$ cat src/rtl/pll_reset_sequencer.sv
// Sequences the core PLL reset, supervises lock and releases core_reset_n after stable lock.
// Optional build macro PLL_RELOCK_CNT_EN adds the saturating relock_count output.
module pll_reset_sequencer #(
  parameter int RST_PULSE_CYC    = 16,
  parameter int LOCK_STABLE_CYC  = 1024,
  parameter int LOCK_TIMEOUT_CYC = 1000000,
  parameter int SYNC_STAGES      = 2
) (
  input  logic       clk_74a,
  input  logic       reset_n,
  input  logic       pll_locked,
  output logic       pll_rst,
  output logic       core_reset_n,
  output logic       pll_ready
`ifdef PLL_RELOCK_CNT_EN
  ,
  output logic [7:0] relock_count
`endif
);

  localparam int RW = (RST_PULSE_CYC    > 1) ? $clog2(RST_PULSE_CYC)    : 1;
  localparam int SW = (LOCK_STABLE_CYC  > 1) ? $clog2(LOCK_STABLE_CYC)  : 1;
  localparam int TW = (LOCK_TIMEOUT_CYC > 1) ? $clog2(LOCK_TIMEOUT_CYC) : 1;

  localparam logic [RW-1:0] RST_LAST = RW'(RST_PULSE_CYC - 1);
  localparam logic [SW-1:0] STB_LAST = SW'(LOCK_STABLE_CYC - 1);
  localparam logic [TW-1:0] TMO_LAST = TW'(LOCK_TIMEOUT_CYC - 1);

  typedef enum logic [1:0] {
    RST_PLL   = 2'd0,
    WAIT_LOCK = 2'd1,
    STABLE    = 2'd2,
    RUN       = 2'd3
  } state_t;

  state_t                 state;
  state_t                 state_nx;
  logic [RW-1:0]          rst_cnt;
  logic [SW-1:0]          stb_cnt;
  logic [TW-1:0]          tmo_cnt;
  logic [SYNC_STAGES-1:0] sync;
  logic                   lk_s;

  assign lk_s = sync[SYNC_STAGES-1];

  always_ff @(posedge clk_74a or negedge reset_n) begin
    if (!reset_n) begin
      sync <= '0;
    end else begin
      sync <= {sync[SYNC_STAGES-2:0], pll_locked};
    end
  end

  always_comb begin
    state_nx = state;
    case (state)
      RST_PLL: begin
        if (rst_cnt == RST_LAST) state_nx = WAIT_LOCK;
      end
      WAIT_LOCK: begin
        // lock takes priority over a coincident timeout
        if (lk_s)                       state_nx = STABLE;
        else if (tmo_cnt == TMO_LAST)   state_nx = RST_PLL;
      end
      STABLE: begin
        if (!lk_s)                      state_nx = WAIT_LOCK;
        else if (stb_cnt == STB_LAST)   state_nx = RUN;
      end
      RUN: begin
        if (!lk_s) state_nx = RST_PLL;
      end
      default: state_nx = RST_PLL;
    endcase
  end

  // Counters run only while the state holds; any transition clears them.
  always_ff @(posedge clk_74a or negedge reset_n) begin
    if (!reset_n) begin
      state        <= RST_PLL;
      rst_cnt      <= '0;
      stb_cnt      <= '0;
      tmo_cnt      <= '0;
      pll_rst      <= 1'b1;
      core_reset_n <= 1'b0;
      pll_ready    <= 1'b0;
    end else begin
      state        <= state_nx;
      rst_cnt      <= (state == RST_PLL   && state_nx == RST_PLL)   ? rst_cnt + 1'b1 : '0;
      tmo_cnt      <= (state == WAIT_LOCK && state_nx == WAIT_LOCK) ? tmo_cnt + 1'b1 : '0;
      stb_cnt      <= (state == STABLE    && state_nx == STABLE)    ? stb_cnt + 1'b1 : '0;
      pll_rst      <= (state_nx == RST_PLL);
      core_reset_n <= (state_nx == RUN);
      pll_ready    <= (state_nx == RUN);
    end
  end

`ifdef PLL_RELOCK_CNT_EN
  logic relock_evt;

  assign relock_evt = (state == WAIT_LOCK && !lk_s && tmo_cnt == TMO_LAST) ||
                      (state == RUN && !lk_s);

  always_ff @(posedge clk_74a or negedge reset_n) begin
    if (!reset_n) begin
      relock_count <= 8'd0;
    end else if (relock_evt && relock_count != 8'hFF) begin
      relock_count <= relock_count + 8'd1;
    end
  end
`endif

endmodule
$ cat config.mk
export PLATFORM = sky130hd
export DESIGN_NAME = pll_reset_sequencer
export DESIGN_NICKNAME = d
export VERILOG_FILES = /design/src/rtl/pll_reset_sequencer.sv
export SDC_FILE = /design/constraint.sdc
export NUM_CORES = 1
export LEC_CHECK = 0
export ABC_AREA = 1
export BUFFER_PORTS_ARGS = -buffer_cell sky130_fd_sc_hd__buf_4
export CORE_MARGIN = 5
export CORE_UTILIZATION = 55
export DETAILED_ROUTE_END_ITERATION = 16
export MAX_ROUTING_LAYER = met4
export PLACE_DENSITY = 0.81
export SKIP_CTS_REPAIR_TIMING = 1
export SLEW_MARGIN = 5
export SYNTH_ARGS = -nofsm -noshare
export SYNTH_HDL_FRONTEND = slang
export SYNTH_SLANG_ARGS = --single-unit
$ cat constraint.sdc
create_clock -name clk_74a -period 3.8 [get_ports clk_74a]
set_clock_uncertainty 0.05 [all_clocks]
set_input_delay 0.38 -clock clk_74a [delete_from_list [all_inputs] [get_ports clk_74a]]
set_output_delay 0.38 -clock clk_74a [all_outputs]
set_load 0.005 [all_outputs]
==> results of run 1 <==
==> area by class of cell <==
class                           instances  area [sq um]
Clock buffer                            7          55.1
Clock inverter                          1          7.51
Fill cell                             275          1280
Timing Repair Buffer                    6          47.5
Tap cell                               46          57.6
Inverter                               31           118
Sequential cell                        40          1000
Multi-Input combinational cell        158           823
==> path summary, 6_finish.rpt <==
kind / end / cells after the start / slack, ns
setup / recovery: stb_cnt[7]$_DFF_PN0_ / 9 / 1.69
hold / removal: sync[0]$_DFF_PN0_ / 1 / 0.1
setup reg to reg: stb_cnt[7]$_DFF_PN0_ / 9 / 1.69
hold reg to reg: sync[1]$_DFF_PN0_ / 0 / 0.31
max in group asynchronous: pll_rst$_DFF_PN1_ / 2 / 2.86
min in group asynchronous: tmo_cnt[18]$_DFF_PN0_ / 2 / 0.48
==> through the flow <==
step | cells | worst slack (ns)
6_report | 289 | 1.69
5_1_grt | 289 | 1.38
4_1_cts | 288 | 1.64
3_5_place_dp | 280 | 1.66
3_3_place_gp | 280 | 1.77
2_1_floorplan | 232 | 2.37
==> kinds of logic after synthesis <==
kind of cell,synth area share [%]
AOI/OAI and AO/OA,3.83
xor gates and xnor gates,5.81
adders and majority gates,1.91
buffers and inverters,6.89
DFF,51.1
and+or+nand+nor,30.4
==> per-layer routing <==
layer	vias to the layer above	global-route usage (%)	share of wire, %
met4	0	3.83	1.0
met3	4	4.78	4.1
met1	637	19.7	50
met5	-	-	0
li1	746	-	-
met2	22	22.2	45
==> where the power goes <==
| group | switching, W | total (W) | internal [W] |
|---|---|---|---|
| combinational | 0.0000906 | 0.000136 | 0.0000455 |
| clock | 0.000132 | 0.000222 | 0.0000907 |
| sequential | 0.0000208 | 0.000484 | 0.000463 |
==> critical path: stages (launching register included) <==
cell	delay, ns
dfrtp_1	0.38
ha_1	0.17
nand2_1	0.10
nor2_4	0.14
nand3_1	0.09
nand2_1	0.54
nand3_1	0.14
nand2_1	0.15
nand2_2	0.15
nor2_1	0.13
==> flip-flops by register name (all words and copies together) (netlist names) <==
signal / cells
stb_cnt: 10
sync: 2
state: 2
tmo_cnt: 20
pll_ready: 1
pll_rst: 1
rst_cnt: 4
==> placed cells by master, fill, tap and decap left out, types with 5 or more instances in the layout <==
master,synthesis,layout
nand4_1,6,6
xor2_1,10,10
nand3_1,16,16
a21oi_1,5,5
nand2_2,6,6
nand2_1,39,39
nor3_1,6,6
inv_1,29,29
nor2_1,44,44
dfrtp_1,39,39
nor2_2,6,6
clkbuf_4,0,5
buf_4,1,5
==> impl_results.md, run 1 <==
- Status: completed
- Critical Path RT: 4.02 ns
- Detailed Route Iter0 Violations: between 100 and 150
- Final setup violation count: 0
- Critical path launch point type: register
- Critical path data arrival time: 2.33 ns
- Top_reg_cell synth: dfrtp_1
- Grt total ovfl: 0
- Dominant cells by area after synthesis: dfrtp_1 (50%), nor2_1 (8.4%), nand2_1 (7.5%), inv_1 (5.6%), xor2_1 (4.5%)
- Antenna violations before repair: 0
- Min Tclk post-route: roughly 2.1 ns
- Final instance area: approximately 0.0021 sq mm
- Sequential-to-total area share from yosys stat: 51.1%
- Die ar.: between 0.004 and 0.005 sq mm
- Total Wirelength: 3110 um
- Via count: between 1000 and 1500
- Area grow syn2layout: 7.66%
- Most frequent cell after synthesis: nor2_1
- Pwr Total: between 0.0008 and 0.0009 W
- CP Max Fanout: 21
- Final core utilization: 62.3%
- DP Area: approximately 0.0020 sq mm
- Synth top area share: 49.8%
- Post-route ant nets: 0
- Worst VDD drop: 355 uV
- Clock Latency Late Sink: ~0.33 ns
- Final worst path period share: ~56%
- Port bufs: 5
- Total negative setup slack: 0 ns
- Sink Count: 40
- Drt drc: 0
- Hold Startpoint: pll_locked
- Largest net degree at the start of global routing: 41
- GP Congestion: approximately 0.8
- Lkg Pwr: between 0.9 and 1 nW
- Reg2reg start: tmo_cnt[0]$_DFF_PN0_
- Clock transition at path regs: 0.11 ns
- HP Class: in2reg
- H-tree depth: 2
- Slew HR: about half
- Warnings from Yosys: 0
- PwrDens: between 300 and 400 mW/mm^2
- Dpl hpwl: ~2300 um
- Crit path kind: reg2reg
- Antenna diodes: 0
- Max Cap Viol: 0
- CP Capture Type: register
- Clock Tree Root: clkbuf_4
- Synth cell types: 28
- RSZ-0062 raised after global routing: no
- Vias/cell: a little under 5
- CTS Buf Count: 5
- Avg Cell Area, Syn: around 8.5 sq um
- First-pass GRT wire length: between 5000 and 6000 um
- Post-synth EDFFs: 0
- Area leader, netlist: dfrtp_1
- Die Width: between 60 and 70 um
- Post-Syn Instances: ~230
- Share of post-route cells with drive strength above 1: approximately 12%
- CTS tree: done
- Initial DRT Pass Iterations: 4
- Hold Slack: ~0.098 ns
- Die Y: 69.7 um
- Final Hold Vio Count: 0
- Count of final max-slew check failures: 0
- Drt wl/cell: 10.8 um
- Cell Rows: 21
- Syn Nets: 238
- CP startpoint: tmo_cnt[0]$_DFF_PN0_
- Post-Syn Area: between 0.0015 and 0.002 sq mm
- Fmax: 474 MHz
- Yosys reg bits: 40
- Nets: between 200 and 250
- Core area: between 0.003 and 0.004 sq mm
- Number of global-route vias before repair: between 1000 and 1500
- Ys async rst share: between 90% and 100%
- Clk buf depth: 2
- Top cells by count, synth: nor2_1 (44), dfrtp_1 (39), nand2_1 (39), inv_1 (29), nand3_1 (16)
- Starting Density: just under 60%
- Tightest Pin Transition: 0.722 ns
- GRT Total Usage: 14.9%
- # IOs: 6
Note: power is estimated with default switching activity, not from simulation.
==> run 2: changes to the inputs <==
PLACE_DENSITY = 0.84   (was 0.81)
clock period = 1.8 ns   (was 3.8 ns; I/O delays follow)
==> impl_results.md, run 2 (synthesis gave the netlist of run 1 again) <==
- Crit-path cells: ha_1, nand3_1, inv_1, nand3b_1, nand2_1, nand2_1, nand3_1, nand2_1, nand2_4, nor2_1
- Final Hold Vio Count: 0 (unchanged)
- H-tree depth: 2 (unchanged)
- Clk buf depth: 2 (unchanged)
- Crit path kind: reg2reg
- Cell mode on critical path: nand2_1
- DP Area: 0.00205 sq mm (+0.74%)
- Max reg flops: 20 (unchanged)
- Biggest register: tmo_cnt
- Cell Rows: 21 (unchanged)
- Most frequent cells in the layout: nor2_1 (44), nand2_1 (39), dfrtp_1 (39), inv_1 (29), nand3_1 (16)
- CP Capture Type: register
- Final worst path period share: 88.4% (+33 points)
- Starting Density: 57.8% (unchanged)
- Status: completed
- Slew HR: 68.1% (+16 points)
- Largest net degree at the start of global routing: 41 (unchanged)
- Port bufs: 5 (unchanged)
- # IOs: 6 (unchanged)
- Grt total ovfl: 0 (unchanged)
- Top Registers: tmo_cnt: 20 flops, stb_cnt: 10 flops, rst_cnt: 4 flops
- Drt drc: 0 (unchanged)
- Total negative setup slack: 0 ns (unchanged)
- Slowest CP cell: dfrtp_1
- Final core utilization: 63.6% (+1.3 points)
- Lkg Pwr: 0.999 nW (+3.1%)
- Antenna violations before repair: 0 (unchanged)
- Layout fillers: 271 (-1.5%)
- Drt wl/cell: 11.0 um (+1.9%)
- First-pass GRT wire length: 5730 um (+0.86%)
- Share of post-route cells with drive strength above 1: 13.0% (+0.66 points)
- Critical Path RT: 2.03 ns (-1.99 ns)
- Tightest Pin Transition: 0.479 ns (-0.244 ns)
- CTS tree: done
- Initial DRT Pass Iterations: 4 (unchanged)
- Via count: 1410 (+0.071%)
- Final worst-path setup slack: 0.209 ns (-1.48 ns)
- Count of final max-slew check failures: 0 (unchanged)
- Worst slack, placed: 0.189 ns (-1.47 ns)
- GP Congestion: 0.900 (+13%)
- Pwr Total: 0.00192 W (+130%)
- Antenna diodes: 0 (unchanged)
- Critical path launch point type: register
- Detailed Route Iter0 Violations: 54 (-50%)
- CTS Buf Count: 5 (unchanged)
- Internal power: 0.00139 W (+130%)
- Critical path data arrival time: 1.82 ns (-0.51 ns)
- RSZ-0062 raised after global routing: no
- PwrDens: 889 mW/mm^2 (+120%)
- Worst VDD drop: 836 uV (+140%)
- Sequential share of power: 53.3% (-4.2 points)
- GRT Total Usage: 15.0% (+0.15 points)
- Flop-to-flop setup slack: 0.21 ns (-1.48 ns)
- Area grow syn2layout: 9.89%
- Dpl hpwl: 2310 um (+2.4%)
- Final setup violation count: 0 (unchanged)
- Die ar.: 0.00486 sq mm (unchanged)
- Nets: 251 (+1.2%)
- Core area: 0.00339 sq mm (unchanged)
- Post-route ant nets: 0 (unchanged)
- Final instance area: 0.00215 sq mm (+2.1%)
- HP Class: in2async
- Switching share of power: 27.5% (-1.4 points)
- Total Wirelength: 3210 um (+3.0%)
- Die Y: 69.7 um (unchanged)
- Clock Latency Late Sink: 0.34 ns (about the same)
- Switch Pwr: 0.000526 W (+120%)
- Clock transition at path regs: 0.11 ns (about the same)
- Die Width: 69.7 um (unchanged)
- Fmax: 629 MHz (+33%)
- CP peak stage delay: 0.42 ns (-0.12 ns)
- Number of global-route vias before repair: 1343 (+3.7%)
- Min Tclk post-route: 1.59 ns (-0.519 ns)
- Sink Count: 40 (unchanged)
- Clock Tree Root: clkbuf_4
- Vias/cell: 4.83 (-0.96%)
- Commonest non-fill, non-tap cell in the layout: nor2_1
- Clock power frac: 29.8% (+3.4 points)
- Combinational share of power: 16.9% (+0.7 points)
- Max Cap Viol: 0 (unchanged)
- CP Max Fanout: 10 (-52%)
-- run 2: cell types whose count changed in the layout (fill, tap and decap cells not counted), sizes merged --
cell,before,now
buf,5,7
dlygate4sd3,1,2
clkinv,1,2
clkbuf,7,6
bufinv,0,1
clkinvlp,1,0
-- run 2: layer usage --
layer,track usage [%],vias up,wire (um)
met3,4.93,6,113
met2,22.6,20,1480
met1,19.3,634,1560
met5,-,-,0
met4,4.89,0,51
li1,-,750,-
-- run 2: cell type report --
type                       instances  area [sq um]  share of cell area (%)
sequential                        40          1000                    46.5
clock inverter                     2          35.0                    1.63
inverter                          31           118                    5.46
multi-input combinational        158           828                    38.4
tap                               46          57.6                    2.67
timing repair buffer               9          72.6                    3.37
clock buffer                       6          41.3                    1.92
-- run 2: final timing paths --
check | from | end | cells past startpoint
setup reg to reg | stb_cnt[0]$_DFF_PN0_ | stb_cnt[7]$_DFF_PN0_ | 10
max in group asynchronous | reset_n | pll_rst$_DFF_PN1_ | 2
min in group clk_74a | sync[0]$_DFF_PN0_ | sync[1]$_DFF_PN0_ | 0
setup / recovery | stb_cnt[0]$_DFF_PN0_ | stb_cnt[7]$_DFF_PN0_ | 10
hold / removal | reset_n | stb_cnt[6]$_DFF_PN0_ | 2
hold reg to reg | sync[0]$_DFF_PN0_ | sync[1]$_DFF_PN0_ | 0
-- run 2: power by group through the flow --
stage / logic (W) / registers, W / clock network [W]
3_3_place_gp: 0.000307 / 0.00104 / 0
4_1_cts: 0.000319 / 0.00102 / 0.000587
6_report: 0.000324 / 0.00102 / 0.000571
3_5_place_dp: 0.000317 / 0.00104 / 0
2_1_floorplan: 0.000199 / 0.00103 / 0
5_1_grt: 0.000372 / 0.00103 / 0.000631
-- run 2: stage by stage --
stage / cells / hold WS [ns]
floorplan: 232 / -0.166
global placement: 282 / 0.125
detailed placement: 282 / 0.131
CTS: 290 / -0.249
global route: 292 / 0.330
finish: 292 / 0.285
-- run 2: critical path: cells and delay by family (launching register included) --
kind / cells / cell delay [ns]
AND/OR/NAND/NOR: 8 / 0.76
flip-flops: 1 / 0.42
adder cells (fa/ha/maj): 1 / 0.23
buffers and inverters: 1 / 0.08
==> run 3: changes to the inputs <==
MAX_ROUTING_LAYER = default   (was met4)
==> impl_results.md, run 3 (synthesis gave the netlist of run 1 again) <==
- Status: completed
- Crit-path cells: ha_1, nand3_1, inv_1, nand3b_1, nand2_1, nand2_1, nand3_1, nand2_1, nand2_4, nor2_1
- Area grow syn2layout: 9.89% (unchanged)
- Detailed Route Iter0 Violations: 53 (-1.9%)
- Clock transition at path regs: 0.11 ns (about the same)
- Clock Latency Late Sink: 0.35 ns (about the same)
- Share of post-route cells with drive strength above 1: 13.0% (unchanged)
- Most frequent cells in the layout: nor2_1 (44), nand2_1 (39), dfrtp_1 (39), inv_1 (29), nand3_1 (16)
- Slowest CP cell: dfrtp_1
- Starting Density: 57.8% (unchanged)
- CP Max Fanout: 10 (unchanged)
- Drt wl/cell: 11.0 um (+0.37%)
- Number of global-route vias before repair: 1349 (+0.45%)
- Final Hold Vio Count: 0 (unchanged)
- CTS Buf Count: 5 (unchanged)
- Nets: 251 (unchanged)
- Cell mode on critical path: nand2_1
- Die Y: 69.7 um (unchanged)
- Antenna violations before repair: 0 (unchanged)
- CP top delay family: simple AND/OR/NAND/NOR gates
- Port bufs: 5 (unchanged)
- Cell Rows: 21 (unchanged)
- Via count: 1422 (+0.85%)
- Post-route ant nets: 0 (unchanged)
- CP peak stage delay: 0.42 ns (about the same)
- Commonest non-fill, non-tap cell in the layout: nor2_1
- Clk buf depth: 2 (unchanged)
- Tightest Pin Transition: 0.480 ns (+0.00181 ns)
- Lkg Pwr: 0.999 nW (unchanged)
- Slew HR: 68.0% (-0.12 points)
- Critical path data arrival time: 1.83 ns (about the same)
- # IOs: 6 (unchanged)
- Initial DRT Pass Iterations: 4 (unchanged)
- CTS tree: done
- Total Wirelength: 3220 um (+0.37%)
- Top Registers: tmo_cnt: 20 flops, stb_cnt: 10 flops, rst_cnt: 4 flops
- Largest net degree at the start of global routing: 41 (unchanged)
- Vias/cell: 4.87 (+0.85%)
- Dpl hpwl: 2310 um (unchanged)
- H-tree depth: 2 (unchanged)
- CP Capture Type: register
- Biggest register: tmo_cnt
- HP Class: in2async
- Drt drc: 0 (unchanged)
- Antenna diodes: 0 (unchanged)
- Fmax: 629 MHz (about the same)
- Worst slack, placed: 0.189 ns (unchanged)
- Final worst path period share: 88.4% (about the same)
- Count of final max-slew check failures: 0 (unchanged)
- PwrDens: 890 mW/mm^2 (about the same)
- Min Tclk post-route: 1.59 ns (+0.000178 ns)
- Final setup violation count: 0 (unchanged)
- Die Width: 69.7 um (unchanged)
- Total negative setup slack: 0 ns (unchanged)
- Final worst-path setup slack: 0.209 ns (-0.000178 ns)
- Critical path launch point type: register
- Core area: 0.00339 sq mm (unchanged)
- Clock Tree Root: clkbuf_4
- Max reg flops: 20 (unchanged)
- Sink Count: 40 (unchanged)
- First-pass GRT wire length: 5720 um (-0.12%)
- GP Congestion: 0.885 (-1.6%)
- Layout fillers: 271 (unchanged)
- Grt total ovfl: 0 (unchanged)
- Crit path kind: reg2reg
- Crit path buf inv count: 1 (unchanged)
- Max Cap Viol: 0 (unchanged)
- Worst VDD drop: 836 uV (about the same)
- GRT Total Usage: 14.6% (-0.41 points)
- RSZ-0062 raised after global routing: no
- Critical Path RT: 2.04 ns (about the same)
- Die ar.: 0.00486 sq mm (unchanged)
-- run 3: cell counts in the layout (fill, tap and decap cells not counted) --
Identical to the previous run, type by type.
-- run 3: layout make-up --
class / count / area [sq um] / share of cell area [%]
Tap cell: 46 / 57.6 / 2.67
Sequential cell: 40 / 1000 / 46.5
Timing Repair Buffer: 9 / 72.6 / 3.37
Clock buffer: 6 / 41.3 / 1.92
Clock inverter: 2 / 35.0 / 1.63
Multi-Input combinational cell: 158 / 828 / 38.4
Inverter: 31 / 118 / 5.46
-- run 3: report_power, final --
group          internal [W]  switching [W]  leakage (nW)  total, W
combinational      0.000121       0.000202         0.412  0.000323
clock              0.000291       0.000282        0.0422  0.000573
sequential         0.000978      0.0000442         0.545   0.00102
-- run 3: worst register-to-register path, delay by kind of cell (launching register included) --
family | cells | cell delay [ns]
and+or+nand+nor | 8 | 0.76
buffers and inverters | 1 | 0.08
adders and majority gates | 1 | 0.23
DFF | 1 | 0.42
-- run 3: final timing paths --
| kind | from | slack, ns | cells past startpoint | to |
|---|---|---|---|---|
| min in group clk_74a | sync[0]$_DFF_PN0_ | 0.31 | 0 | sync[1]$_DFF_PN0_ |
| worst max register to register | stb_cnt[0]$_DFF_PN0_ | 0.21 | 10 | stb_cnt[7]$_DFF_PN0_ |
| max in group asynchronous | reset_n | 1.07 | 2 | pll_rst$_DFF_PN1_ |
| worst min register to register | sync[0]$_DFF_PN0_ | 0.31 | 0 | sync[1]$_DFF_PN0_ |
| worst max-delay path | stb_cnt[0]$_DFF_PN0_ | 0.21 | 10 | stb_cnt[7]$_DFF_PN0_ |
| worst min-delay path | reset_n | 0.28 | 2 | stb_cnt[6]$_DFF_PN0_ |
-- run 3: routing by layer --
metal	up-vias	part of all wire, %	GRT usage [%]
met2	30	46	22.6
met1	638	48	19.3
li1	748	-	-
met4	0	1.5	6.17
met3	6	5.1	4.06
met5	-	0	0
-- run 3: through the flow --
| stage | hold WS [ns] | std cells | utilization [%] | power [W] | cell area (sq um) |
|---|---|---|---|---|---|
| 2_1_floorplan | -0.166 | 232 | - | 0.00123 | 1960 |
| 3_3_place_gp | 0.125 | 282 | 60.6 | 0.00134 | 2050 |
| 3_5_place_dp | 0.131 | 282 | 60.6 | 0.00136 | 2050 |
| 4_1_cts | -0.249 | 290 | 62.8 | 0.00193 | 2130 |
| 5_1_grt | 0.333 | 292 | 63.6 | 0.00203 | 2150 |
| 6_report | 0.281 | 292 | 63.6 | 0.00192 | 2150 |
